### config.mk
export PLATFORM = sky130hd
export DESIGN_NAME = simplerisc_seq_ctrl
export DESIGN_NICKNAME = d
export VERILOG_FILES = /design/src/rtl/simplerisc_pkg.sv /design/src/rtl/simplerisc_branch_resolve.sv /design/src/rtl/simplerisc_seq_ctrl.sv
export SDC_FILE = /design/constraint.sdc
export NUM_CORES = 1
export LEC_CHECK = 0
export ABC_AREA = 1
export BUFFER_PORTS_ARGS = -buffer_cell sky130_fd_sc_hd__buf_2
export CAP_MARGIN = 20
export CORE_MARGIN = 2
export CORE_UTILIZATION = 30
export CTS_CLUSTER_DIAMETER = 150
export DETAILED_ROUTE_END_ITERATION = 7
export HOLD_SLACK_MARGIN = 0.06
export PLACE_DENSITY = 0.59
export SLEW_MARGIN = 25
export SYNTH_ARGS = -nofsm -noshare
export SYNTH_HDL_FRONTEND = slang
export SYNTH_SLANG_ARGS = --single-unit
### constraint.sdc
create_clock -name clk -period 1.6 [get_ports clk]
set_input_delay 0.4 -clock clk [delete_from_list [all_inputs] [get_ports clk]]
set_output_delay 0.4 -clock clk [all_outputs]
set_load 0.02 [all_outputs]
### src/rtl/simplerisc_pkg.sv
// Shared constants for the SimpleRISC sequencer: opcodes, decoder flag positions,
// FSM state encoding and the PC / register-file write-data select codes.
package simplerisc_pkg;

  localparam logic [4:0] OP_MUL = 5'b00010;
  localparam logic [4:0] OP_DIV = 5'b00011;
  localparam logic [4:0] OP_MOD = 5'b00100;
  localparam logic [4:0] OP_CMP = 5'b00101;
  localparam logic [4:0] OP_LD  = 5'b01110;
  localparam logic [4:0] OP_ST  = 5'b01111;

  // Bit positions inside dec_flags = {ret,call,ubranch,bgt,beq,st,ld,wb}
  localparam int DF_WB   = 0;
  localparam int DF_LD   = 1;
  localparam int DF_ST   = 2;
  localparam int DF_BEQ  = 3;
  localparam int DF_BGT  = 4;
  localparam int DF_UBR  = 5;
  localparam int DF_CALL = 6;
  localparam int DF_RET  = 7;

  typedef enum logic [2:0] {
    ST_FETCH  = 3'd0,
    ST_DECODE = 3'd1,
    ST_EXEC   = 3'd2,
    ST_MEM    = 3'd3,
    ST_WB     = 3'd4
  } state_t;

  localparam logic [1:0] PC_SEL_NEXT   = 2'd0;
  localparam logic [1:0] PC_SEL_BRANCH = 2'd1;
  localparam logic [1:0] PC_SEL_RA     = 2'd2;

  localparam logic [1:0] WSEL_ALU  = 2'd0;
  localparam logic [1:0] WSEL_MEM  = 2'd1;
  localparam logic [1:0] WSEL_LINK = 2'd2;

  function automatic logic is_muldiv(input logic [4:0] op);
    return (op == OP_MUL) || (op == OP_DIV) || (op == OP_MOD);
  endfunction

endpackage

### src/rtl/simplerisc_branch_resolve.sv
// Combinational PC-select: ret beats everything, then any taken branch or call.
module simplerisc_branch_resolve
  import simplerisc_pkg::*;
(
  input  logic       is_ret,
  input  logic       is_call,
  input  logic       is_ubranch,
  input  logic       is_beq,
  input  logic       is_bgt,
  input  logic       flag_e,
  input  logic       flag_gt,
  output logic [1:0] pc_sel
);

  always_comb begin
    pc_sel = PC_SEL_NEXT;
    if (is_ret)
      pc_sel = PC_SEL_RA;
    else if (is_ubranch | is_call | (is_beq & flag_e) | (is_bgt & flag_gt))
      pc_sel = PC_SEL_BRANCH;
  end

endmodule

### src/rtl/simplerisc_seq_ctrl.sv
// Multi-cycle FETCH/DECODE/EXEC/MEM/WB sequencer with cmp flags and mul/div timeout.
// Optional SEQ_PERF_CNT_EN adds cycle and retire counters (cyc_cnt, ret_cnt).
module simplerisc_seq_ctrl
  import simplerisc_pkg::*;
#(
  parameter int MULDIV_TIMEOUT = 64
) (
  input  logic        clk,
  input  logic        rst,
  output logic        imem_req,
  input  logic        imem_ack,
  output logic        ir_we,
  input  logic [4:0]  opcode,
  input  logic [7:0]  dec_flags,
  output logic        alu_start,
  input  logic        alu_done,
  input  logic        alu_eq,
  input  logic        alu_gt,
  output logic        dmem_req,
  output logic        dmem_we,
  input  logic        dmem_ack,
  output logic        rf_we,
  output logic [1:0]  rf_wsel,
  output logic        pc_we,
  output logic [1:0]  pc_sel,
  output logic        flag_e,
  output logic        flag_gt,
  output logic        retire
`ifdef SEQ_PERF_CNT_EN
  ,
  output logic [31:0] cyc_cnt,
  output logic [31:0] ret_cnt
`endif
);

  localparam int CNT_W = (MULDIV_TIMEOUT > 0) ? $clog2(MULDIV_TIMEOUT + 1) : 1;
  localparam logic [CNT_W-1:0] CNT_MAX = CNT_W'(MULDIV_TIMEOUT);

  state_t           state;
  state_t           state_next;
  logic [CNT_W-1:0] wait_cnt;
  logic             muldiv;
  logic             timed_out;
  logic             exec_done;
  logic             mem_op;
  logic [1:0]       br_sel;

  assign muldiv    = is_muldiv(opcode);
  // wait_cnt counts completed EXEC cycles, so the last permitted cycle is MAX-1
  assign timed_out = (MULDIV_TIMEOUT != 0) && (wait_cnt == CNT_MAX - 1'b1);
  assign exec_done = !muldiv || alu_done || timed_out;
  assign mem_op    = dec_flags[DF_LD] | dec_flags[DF_ST];

  simplerisc_branch_resolve u_branch (
    .is_ret     (dec_flags[DF_RET]),
    .is_call    (dec_flags[DF_CALL]),
    .is_ubranch (dec_flags[DF_UBR]),
    .is_beq     (dec_flags[DF_BEQ]),
    .is_bgt     (dec_flags[DF_BGT]),
    .flag_e     (flag_e),
    .flag_gt    (flag_gt),
    .pc_sel     (br_sel)
  );

  always_ff @(posedge clk) begin
    if (rst) state <= ST_FETCH;
    else     state <= state_next;
  end

  always_comb begin
    state_next = state;
    case (state)
      ST_FETCH:  if (imem_ack) state_next = ST_DECODE;
      ST_DECODE: state_next = ST_EXEC;
      ST_EXEC:   if (exec_done) state_next = mem_op ? ST_MEM : ST_WB;
      ST_MEM:    if (dmem_ack) state_next = ST_WB;
      ST_WB:     state_next = ST_FETCH;
      default:   state_next = ST_FETCH;
    endcase
  end

  // Outputs are forced idle while rst is held so requests drop on the reset edge
  always_comb begin
    imem_req = 1'b0;
    ir_we    = 1'b0;
    dmem_req = 1'b0;
    dmem_we  = 1'b0;
    rf_we    = 1'b0;
    rf_wsel  = WSEL_ALU;
    pc_we    = 1'b0;
    pc_sel   = PC_SEL_NEXT;
    retire   = 1'b0;
    if (!rst) begin
      case (state)
        ST_FETCH: begin
          imem_req = 1'b1;
          ir_we    = imem_ack;
        end
        ST_MEM: begin
          dmem_req = 1'b1;
          dmem_we  = dec_flags[DF_ST];
        end
        ST_WB: begin
          rf_we  = dec_flags[DF_WB] | dec_flags[DF_LD] | dec_flags[DF_CALL];
          if (dec_flags[DF_LD])        rf_wsel = WSEL_MEM;
          else if (dec_flags[DF_CALL]) rf_wsel = WSEL_LINK;
          pc_we  = 1'b1;
          pc_sel = br_sel;
          retire = 1'b1;
        end
        default: ;
      endcase
    end
  end

  always_ff @(posedge clk) begin
    if (rst) begin
      alu_start <= 1'b0;
      flag_e    <= 1'b0;
      flag_gt   <= 1'b0;
    end else begin
      alu_start <= (state == ST_DECODE);
      if (state == ST_EXEC && exec_done && opcode == OP_CMP) begin
        flag_e  <= alu_eq;
        flag_gt <= alu_gt;
      end
    end
  end

  // Held at zero outside EXEC, so it is clear on every EXEC entry; saturates
  always_ff @(posedge clk) begin
    if (rst || state != ST_EXEC)
      wait_cnt <= '0;
    else if (wait_cnt != CNT_MAX)
      wait_cnt <= wait_cnt + 1'b1;
  end

`ifdef SEQ_PERF_CNT_EN
  always_ff @(posedge clk) begin
    if (rst) begin
      cyc_cnt <= '0;
      ret_cnt <= '0;
    end else begin
      cyc_cnt <= cyc_cnt + 32'd1;
      if (retire) ret_cnt <= ret_cnt + 32'd1;
    end
  end
`endif

endmodule

==> metrics.md, run 1 <==
| Metric | Value |
|---|---|
| Setup Skew | `0.003721 ns` |
| Ys async rst share | `0%` |
| Critical Path RT | `1.20 ns` |
| Rel. slew slack | `80.69%` |
| Post-route ant nets | `0` |
| Hold Crit Depth | `3` |
| Pint | `0.5729 mW` |
| Met1 Wirelength | `802 um` |
| Mapped cell area | `797.0 um^2` |
| Crit path launch type | `flip-flop` |
| Reg-to-reg startpoint | `wait_cnt[0]$_SDFFE_PP0P_` |
| Post-synth EDFFs | `0` |
| GRT overflow | `0` |
| Met2 WL | `959 um` |
| Vias in the first global route | `791` |
| Worst EP arrival | `1.26 ns` |
| FF+latch area | `264.0 um^2` |
| Leakage | `0.5295 nW` |
| CP max-delay cell | `dfxtp_2` |
| TritonCTS Sinks | `13` |
| Status | `complete, but fails checks` |
| Synth unique cells | `23` |
| Drt initial violations | `30` |
| Crit Path Class | `reg2out` |
| Critical path fanouts, max | `4` |
| Gate Count Post-Synth | `121` |
| Setup slack after placement | `0.1035 ns` |
| Total iterations of the first detailed-routing run | `4` |
| Start point of the worst hold path | `alu_gt` |
| Antenna cells | `0` |
| Hold Crit Endpoint | `flag_gt$_SDFFE_PP0P_` |
| Filler Cells Inserted | `266` |
| CP Capture Type | `primary output` |
| Post-CTS Hold Buffers | `0` |
| Switch Pwr | `0.3516 mW` |
| Clock root buffer master | `clkbuf_4` |
| Largest net degree at the start of global routing | `9` |
| H-tree levels | `1` |
| Worst skew pair latency | `0.27 ns` |
| Clock Tree Buf Depth | `2` |
| Logic pwr share | `35.6%` |
| First-pass GRT wire length | `3.036 mm` |
| Fin crit period | `1.661 ns` |
| Pins over their slew limit | `0` |
| DRC | `0` |
| Worst-case reg-to-reg path depth | `8` |
| Routed WL | `1.922 mm` |
| Failing checks | `negative setup slack` |
| Tot GR Track Use | `12.09%` |
| Via-per-instance ratio | `4.702` |
| I/O pin cnt | `34` |
| Starting Density | `31.88%` |
| Max-Cap Viols | `0` |
| #FFs+latches synth | `13` |
| GPL Wtd Cong | `0.7722` |
| Initial antenna violation count | `0` |
| Die W | `55.55 um` |
| Setup_tns | `-0.1412 ns` |
| RSZ-0062 raised after global routing | `yes` |
| YS warnings | `0` |
| Worst-margin pin slew | `0.2869 ns` |
| Average size of a mapped cell | `6.587 um^2` |
| Max Fclk | `602.0 MHz` |
| Die Height | `55.55 um` |
| FP Rows | `18` |
| Sw Ratio | `38.03%` |
| Peak supply drop | `0.6571 mV` |
| Via count | `884` |
| Setup slack after layout | `-0.06119 ns` |
| Dominant synthesized flop cell | `dfxtp_1` |
| CTS tree | `yes` |
| Detailed placer's ending HPWL | `1.536 mm` |
| Final worst path period share | `103.8%` |
| Ratio of cells with drive above 1 in the final layout | `36.71%` |
| Worst reg2reg path endpoint | `state[1]$_SDFFE_PP0P_` |
| Core area | `0.002500 mm^2` |
| Port buffer count | `33` |
| Die area | `0.003085 mm^2` |
| Area of the multi-input gates | `449.2 um^2` |
| Worst reg-to-reg setup slack | `0.27 ns` |
| Clock power frac | `21.7%` |
| DR top layer | `met4` |
| Layout Utilization | `42.79%` |
| Pwr dens | `864.1 mW/mm^2` |
| Slowest stage delay, CP | `0.34 ns` |
| Sequential area share after synthesis | `32.65%` |
| CTS buffer count | `3` |
| Met3 WL | `111 um` |
| Final Setup Violations | `4` |
| Clock slew at reported path FFs | `0.08 ns` |
| Worst path cell trace | `inv_2 > nand2_2 > nor2_2 > inv_1 > nor3_2 > buf_4` |
| Final net count | `181` |
| Fin. Hold Viols | `0` |
| Post-layout total power | `0.9244 mW` |
| Post-Syn Nets | `143` |
| Wire length per cell | `10.22 um` |
| P&R area growth vs syn | `34.22%` |
| Register share of total power | `42.7%` |
| HP Class | `in2reg` |
[synth_stat cells (2+ instances only)]
library cell	count	share of area, %
nand2_1	18	8.5
inv_2	4	1.9
o21ai_0	2	1.3
nor2_4	3	4.2
nand2_2	2	1.6
buf_4	2	1.9
xor2_1	2	2.2
dfxtp_1	13	33
nor2_1	20	9.4
nor2_2	2	1.6
nand4_1	2	1.6
ha_1	2	3.1
nand3_1	8	5.0
inv_1	20	9.4
nor3_1	5	3.1
a21oi_1	8	5.0
xnor2_1	2	2.2
[stage by stage]
stage / cells / area (um^2) / hold slack (ns)
6_report: 188 / 1070 / 0.3571
5_1_grt: 188 / 1070 / 0.3605
4_1_cts: 188 / 1055 / 0.3501
3_5_place_dp: 184 / 1005 / 0.4700
3_3_place_gp: 184 / 1005 / 0.4491
2_1_floorplan: 121 / 802.0 / 0.4242
[power by group through the flow]
stage               sequential, mW  combinational [mW]  clock (mW)
floorplan                    0.396               0.223           0
global placement             0.392               0.313           0
detailed placement           0.393               0.320           0
CTS                          0.393               0.325       0.215
global route                 0.398               0.367       0.225
finish                       0.395               0.329       0.201
[flip-flops by register name (all words and copies together) (netlist names)]
signal	flops
wait_cnt	7
state	3
alu_start	1
flag_e	1
flag_gt	1
[critical path, delay by kind of cell (launching register included)]
kind          cells  cell delay [ns]
buf+inv           3             0.32
simple gates      3             0.32
flops             1             0.34
[placed cells by master, fill, tap and decap left out]
master and count:
a211oi_2 1, a21oi_1 8, buf_2 24, buf_4 11
clkbuf_1 1, clkbuf_4 3, dfxtp_1 10, dfxtp_2 3
ha_1 2, inv_1 19, inv_2 5, nand2_1 17
nand2_2 3, nand3_1 8, nand4_1 2, nor2_1 20
nor2_2 2, nor2_4 3, nor3_1 3, nor3_2 3
nor4_1 1, o21ai_0 2, o21ai_1 1, o31ai_1 1
or2_1 1, xnor2_1 2, xor2_1 2
[cell type report]
type	count	area share (%)
multi-input cells	82	41.99
flip-flops and latches	13	24.68
repair buffers	35	18.95
inverters	24	8.421
well taps	30	3.509
clock buffers	4	2.456
[kinds of logic after synthesis]
group / count (synthesis) / synth area share (%)
flops: 13 / 32.65
xor+xnor: 4 / 4.396
buf+inv: 26 / 13.19
simple gates: 63 / 37.83
compound gates: 13 / 8.792
fa+ha+maj: 2 / 3.139
[per-layer routing]
metal,up-vias,global-route usage (%)
li1,452,-
met1,394,12.70
met2,32,21.43
met3,6,4.684
met4,0,4.878
met5,-,0
[worst max path at each step]
stage,slack (ns),endpoint,from,cells past startpoint
final,-0.06,dmem_we,state[2]$_SDFFE_PP0P_,6
after floorplan,0.08,retire,rst,5
after detailed placement,0.10,pc_sel[0],state[2]$_SDFFE_PP0P_,5
after global routing,-0.13,dmem_we,state[2]$_SDFFE_PP0P_,6
after global placement,0.14,pc_sel[0],state[2]$_SDFFE_PP0P_,5
after CTS,-0.06,dmem_we,state[2]$_SDFFE_PP0P_,6
[what timing repair did]
| action | CTS | global route |
|---|---|---|
| setup buffers | 0 | 0 |
| endpoints found under the setup margin | 10 | 11 |
| pin swaps | 1 | 0 |
| resized for setup | 11 | 5 |
Note: power is estimated with default switching activity, not from simulation.
==> inputs of run 2 (changes only) <==
BUFFER_PORTS_ARGS = unset   (was -buffer_cell sky130_fd_sc_hd__buf_2)
DONT_BUFFER_PORTS = 1   (was unset)
GPL_ROUTABILITY_DRIVEN = 0   (was unset)
PLACE_DENSITY = 0.48   (was 0.59)
==> metrics.md, run 2 (synthesized netlist as in run 1, its figures left out) <==
| Metric | Value |
|---|---|
| CTS buffer count | `3` |
| Via-per-instance ratio | `4.755` |
| FP Rows | `18` |
| Wire length per cell | `11.07 um` |
| Filler Cells Inserted | `282` |
| Setup Skew | `0.001367 ns` |
| CTS tree | `yes` |
| Post-CTS Hold Buffers | `0` |
| Drt initial violations | `19` |
| Crit path launch type | `flip-flop` |
| Rel. slew slack | `76.93%` |
| P&R area growth vs syn | `24.33%` |
| Largest register FFs | `7` |
| Vias in the first global route | `754` |
| Pint | `0.5732 mW` |
| Status | `complete, but fails checks` |
| Final worst path period share | `105.0%` |
| Fin crit period | `1.681 ns` |
| RSZ-0062 raised after global routing | `yes` |
| Placed Instance Area | `892.1 um^2` |
| DRC | `0` |
| Clock power frac | `21.3%` |
| Pwr dens | `949.6 mW/mm^2` |
| Logic pwr share | `34.1%` |
| Ratio of cells with drive above 1 in the final layout | `28.57%` |
| Post-layout total power | `0.9410 mW` |
| Commonest non-fill, non-tap cells in the layout | `inv_1, nor2_1, nand2_1` |
| Fin. Hold Viols | `0` |
| HP Class | `in2reg` |
| Final net count | `156` |
| Detailed placer's ending HPWL | `1.416 mm` |
| Switch Pwr | `0.3678 mW` |
| H-tree levels | `1` |
| First-pass GRT wire length | `3.042 mm` |
| Port buffer count | `0` |
| Cell Count, Final, Fillers Out | `163` |
| Routed WL | `1.804 mm` |
| Setup slack after layout | `-0.08065 ns` |
| Worst reg2reg path endpoint | `state[1]$_SDFFE_PP0P_` |
| Reg-to-reg startpoint | `wait_cnt[0]$_SDFFE_PP0P_` |
| Critical path fanouts, max | `6` |
| Register share of total power | `44.6%` |
| Max-Cap Viols | `0` |
| Die area | `0.003085 mm^2` |
| Die Height | `55.55 um` |
| Final Setup Violations | `7` |
| Cell count after placement | `158` |
| Worst EP arrival | `1.28 ns` |
| Leakage | `0.4274 nW` |
| Via count | `775` |
| Pins over their slew limit | `0` |
| Largest net degree at the start of global routing | `10` |
| Total iterations of the first detailed-routing run | `4` |
| Clock root buffer master | `clkbuf_4` |
| Core area | `0.002500 mm^2` |
| Layout Utilization | `39.64%` |
| I/O pin cnt | `34` |
| Post-route ant nets | `0` |
| Initial antenna violation count | `0` |
| Largest regs | `wait_cnt: 7 flops, state: 3 flops` |
| Clock Tree Buf Depth | `2` |
| Crit Path Class | `reg2out` |
| Peak supply drop | `0.7455 mV` |
| GRT overflow | `0` |
| Post-route cell area | `991.0 um^2` |
| Worst-margin pin slew | `0.3456 ns` |
| Clock slew at reported path FFs | `0.08 ns` |
| CP Capture Type | `primary output` |
| Largest register by flop count | `wait_cnt` |
| Tot GR Track Use | `12.40%` |
| Failing checks | `negative setup slack` |
| TritonCTS Sinks | `13` |
| Starting Density | `31.88%` |
| Critical Path RT | `1.20 ns` |
| Sw Ratio | `39.08%` |
| Worst skew pair latency | `0.27 ns` |
| Die W | `55.55 um` |
| Crit path capture | `pc_sel[0]` |
| Antenna cells | `0` |
| Worst-case reg-to-reg path depth | `8` |
| Worst setup path start | `state[1]$_SDFFE_PP0P_` |
| Max Fclk | `595.0 MHz` |
| Worst reg-to-reg setup slack | `0.28 ns` |
==> run 2: critical path: stages, from the launching register on <==
cell and delay [ns]:
dfxtp_4 0.37, nor3_4 0.19, nand2_2 0.12, a211oi_2 0.16, buf_4 0.17
==> run 2: how the worst min path moves through the flow <==
| stage | start | end | slack (ns) | cells past startpoint |
|---|---|---|---|---|
| 2_1_floorplan | state[2]$_SDFFE_PP0P_ | alu_start$_SDFF_PP0_ | 0.42 | 1 |
| 3_3_place_gp | state[2]$_SDFFE_PP0P_ | alu_start$_SDFF_PP0_ | 0.44 | 1 |
| 3_5_place_dp | state[2]$_SDFFE_PP0P_ | alu_start$_SDFF_PP0_ | 0.45 | 1 |
| 4_1_cts | rst | state[2]$_SDFFE_PP0P_ | 0.17 | 1 |
| 5_1_grt | rst | state[2]$_SDFFE_PP0P_ | 0.15 | 1 |
| 6_report | rst | state[2]$_SDFFE_PP0P_ | 0.18 | 1 |
==> run 2: layout make-up <==
| type | count | area [um^2] | area share (%) |
|---|---|---|---|
| Clock buffer | 4 | 26.28 | 2.652 |
| Inverter | 24 | 95.09 | 9.596 |
| Multi-Input combinational cell | 82 | 488.0 | 49.24 |
| Sequential cell | 13 | 269.0 | 27.15 |
| Tap cell | 30 | 37.54 | 3.788 |
| Timing Repair Buffer | 10 | 75.07 | 7.576 |
==> run 2: power by group through the flow <==
| stage | Sequential [mW] | Clock, mW | Combinational [mW] |
|---|---|---|---|
| final | 0.419 | 0.201 | 0.321 |
| after global routing | 0.424 | 0.230 | 0.361 |
| after CTS | 0.413 | 0.213 | 0.291 |
| after detailed placement | 0.400 | 0 | 0.272 |
| after global placement | 0.399 | 0 | 0.269 |
| after floorplan | 0.396 | 0 | 0.223 |
==> run 2: layer usage <==
layer,track usage [%],up-vias,wire (um)
met5,0,-,0
met4,2.439,0,14
met3,5.621,2,112
met2,21.43,21,918
met1,14.04,349,759
li1,-,403,-
==> run 2: metrics by stage <==
stage	setup TNS (ns)	hold WS [ns]	setup WS [ns]
floorplan	0	0.4242	0.08446
global placement	0	0.4394	0.1150
detailed placement	0	0.4460	0.1010
CTS	-0.2500	0.1697	-0.07936
global route	-1.001	0.1550	-0.1552
finish	-0.2728	0.1782	-0.08065
==> run 2: what timing repair did <==
item | 4_1_cts | 5_1_grt
resized for setup | 13 | 7
setup buffers | 1 | 0
pin swaps | 2 | 4
setup endpoints to repair | 11 | 10
endpoints found under the hold margin | 0 | 0
==> inputs of run 3 (changes only) <==
CORE_MARGIN = 4   (was 2)
CORE_UTILIZATION = 59   (was 30)
PLACE_DENSITY = 0.79   (was 0.48)
==> metrics.md, run 3 (synthesized netlist as in run 1, its figures left out) <==
| Metric | Value |
|---|---|
| Fin. Hold Viols | `0` |
| Largest regs | `wait_cnt: 7 flops, state: 3 flops` |
| Detailed placer's ending HPWL | `1.383 mm` |
| Worst skew pair latency | `0.28 ns` |
| Die area | `0.002003 mm^2` |
| Vias in the first global route | `686` |
| Critical Path RT | `1.20 ns` |
| DRC | `0` |
| Critical path fanouts, max | `6` |
| Clock root buffer master | `clkbuf_4` |
| Leakage | `0.4290 nW` |
| Clock slew at reported path FFs | `0.08 ns` |
| Status | `complete, but fails checks` |
| Tot GR Track Use | `20.23%` |
| Clock Tree Buf Depth | `2` |
| Antenna cells | `0` |
| Setup Skew | `0.0008342 ns` |
| I/O pin cnt | `34` |
| Starting Density | `67.19%` |
| Largest register FFs | `7` |
| FP Rows | `12` |
| Hold Crit Endpoint | `state[2]$_SDFFE_PP0P_` |
| Wire length per cell | `13.95 um` |
| CTS buffer count | `3` |
| CP Capture Type | `primary output` |
| Peak supply drop | `0.8589 mV` |
| Ratio of cells with drive above 1 in the final layout | `28.57%` |
| Worst setup path start | `state[1]$_SDFFE_PP0P_` |
| Via count | `810` |
| Worst-margin pin slew | `0.3366 ns` |
| Pwr dens | `990.2 mW/mm^2` |
| Die Height | `44.76 um` |
| Met3 GRT Util | `5.179%` |
| Pins over their slew limit | `0` |
| Gr busiest metal | `met2` |
| Final worst path period share | `107.0%` |
| Post-route cell area | `970.9 um^2` |
| Die W | `44.76 um` |
| CP max-delay cell | `dfxtp_4` |
| Core area | `0.001186 mm^2` |
| Slowest stage delay, CP | `0.38 ns` |
| Initial antenna violation count | `0` |
| Commonest non-fill, non-tap cells in the layout | `inv_1, nor2_1, nand2_1` |
| Cell Count, Final, Fillers Out | `147` |
| CTS tree | `yes` |
| GRT overflow | `0` |
| CP top delay family | `flip-flops` |
| P&R area growth vs syn | `21.82%` |
| Start point of the worst hold path | `rst` |
| Via-per-instance ratio | `5.510` |
| Reg-to-reg startpoint | `wait_cnt[0]$_SDFFE_PP0P_` |
| Final net count | `156` |
| Worst-case reg-to-reg path depth | `8` |
| Worst reg2reg path endpoint | `state[1]$_SDFFE_PP0P_` |
| WP buf/inv | `1` |
| Worst reg-to-reg setup slack | `0.23 ns` |
| Worst path cell trace | `nor3_4 > nand2_2 > a211oi_2 > buf_4` |
| Filler Cells Inserted | `80` |
| Worst EP arrival | `1.31 ns` |
| Rel. slew slack | `77.54%` |
| HP Class | `in2reg` |
| RSZ-0062 raised after global routing | `yes` |
| H-tree levels | `1` |
| Crit path launch type | `flip-flop` |
| Placed Instance Area | `872.1 um^2` |
| Drt initial violations | `19` |
| Largest net degree at the start of global routing | `10` |
| Total iterations of the first detailed-routing run | `4` |
| Crit Path Class | `reg2out` |
| Max Fclk | `584.2 MHz` |
| Met2 GRT Util | `30.95%` |
| First-pass GRT wire length | `2.939 mm` |
| Port buffer count | `0` |
| Fin crit period | `1.712 ns` |
| Final Setup Violations | `8` |
| Setup slack after layout | `-0.1118 ns` |
| TritonCTS Sinks | `13` |
| Failing checks | `negative setup slack` |
| Largest register by flop count | `wait_cnt` |
| Hold Crit Depth | `1` |
| Post-route ant nets | `0` |
| M1 GR Usage | `25.85%` |
| Max-Cap Viols | `0` |
| Cell count after placement | `142` |
| Routed WL | `2.051 mm` |
-- run 3: cell counts in the layout (fill, tap and decap cells not counted) --
No cell type changed its count.
-- run 3: metal layers --
layer / part of all wire [%] / wire (um) / vias to the layer above
met3: 11 / 216 / 6
met5: 0 / 0 / -
met4: 1.6 / 33 / 0
met2: 45 / 933 / 51
li1: - / - / 404
met1: 42 / 868 / 349
-- run 3: worst max path at each step --
stage / to / slack, ns / cells after the start
2_1_floorplan: retire / 0.08 / 5
3_3_place_gp: pc_sel[0] / 0.14 / 5
3_5_place_dp: pc_sel[0] / 0.1 / 5
4_1_cts: pc_sel[0] / -0.08 / 4
5_1_grt: dmem_we / -0.16 / 6
6_report: pc_sel[0] / -0.11 / 4
-- run 3: metrics by stage --
stage	TNS (ns)	setup slack, ns	hold WS (ns)	util, %	power (mW)
2_1_floorplan	0	0.08446	0.4242	-	0.6191
3_3_place_gp	0	0.1416	0.4330	73.52	0.6583
3_5_place_dp	0	0.09794	0.4449	73.52	0.6670
4_1_cts	-0.2219	-0.08485	0.1729	79.96	0.9160
5_1_grt	-0.8990	-0.1589	0.1662	81.86	1.021
6_report	-0.4999	-0.1118	0.1784	81.86	0.9614
-- run 3: worst register-to-register path, cell delays in order, from the launching register on --
cell and delay (ns):
dfxtp_1 0.41, ha_1 0.22, nand2_2 0.08, nor2_2 0.12, nand2_1 0.09, nand3_1 0.12, nand3_1 0.09, nand3_1 0.10
inv_1 0.04
-- run 3: area by class of cell --
class | instances | area, um^2 | share of cell area, %
Inverter | 24 | 95.09 | 9.794
Sequential cell | 13 | 269.0 | 27.71
Tap cell | 14 | 17.52 | 1.804
Timing Repair Buffer | 10 | 75.07 | 7.732
Clock buffer | 4 | 26.28 | 2.706
Multi-Input combinational cell | 82 | 488.0 | 50.26
-- run 3: power breakdown --
part	internal, mW	switching, mW	leakage, nW
combinational	0.112	0.219	0.307
clock	0.0969	0.110	0.0150
sequential	0.365	0.0590	0.107
-- run 3: repair_timing --
item | in CTS | in global routing
setup endpoints to repair | 11 | 10
hold buffers | 0 | 0
pin swaps | 2 | 5
buffers inserted | 1 | 0
resized for setup | 15 | 5
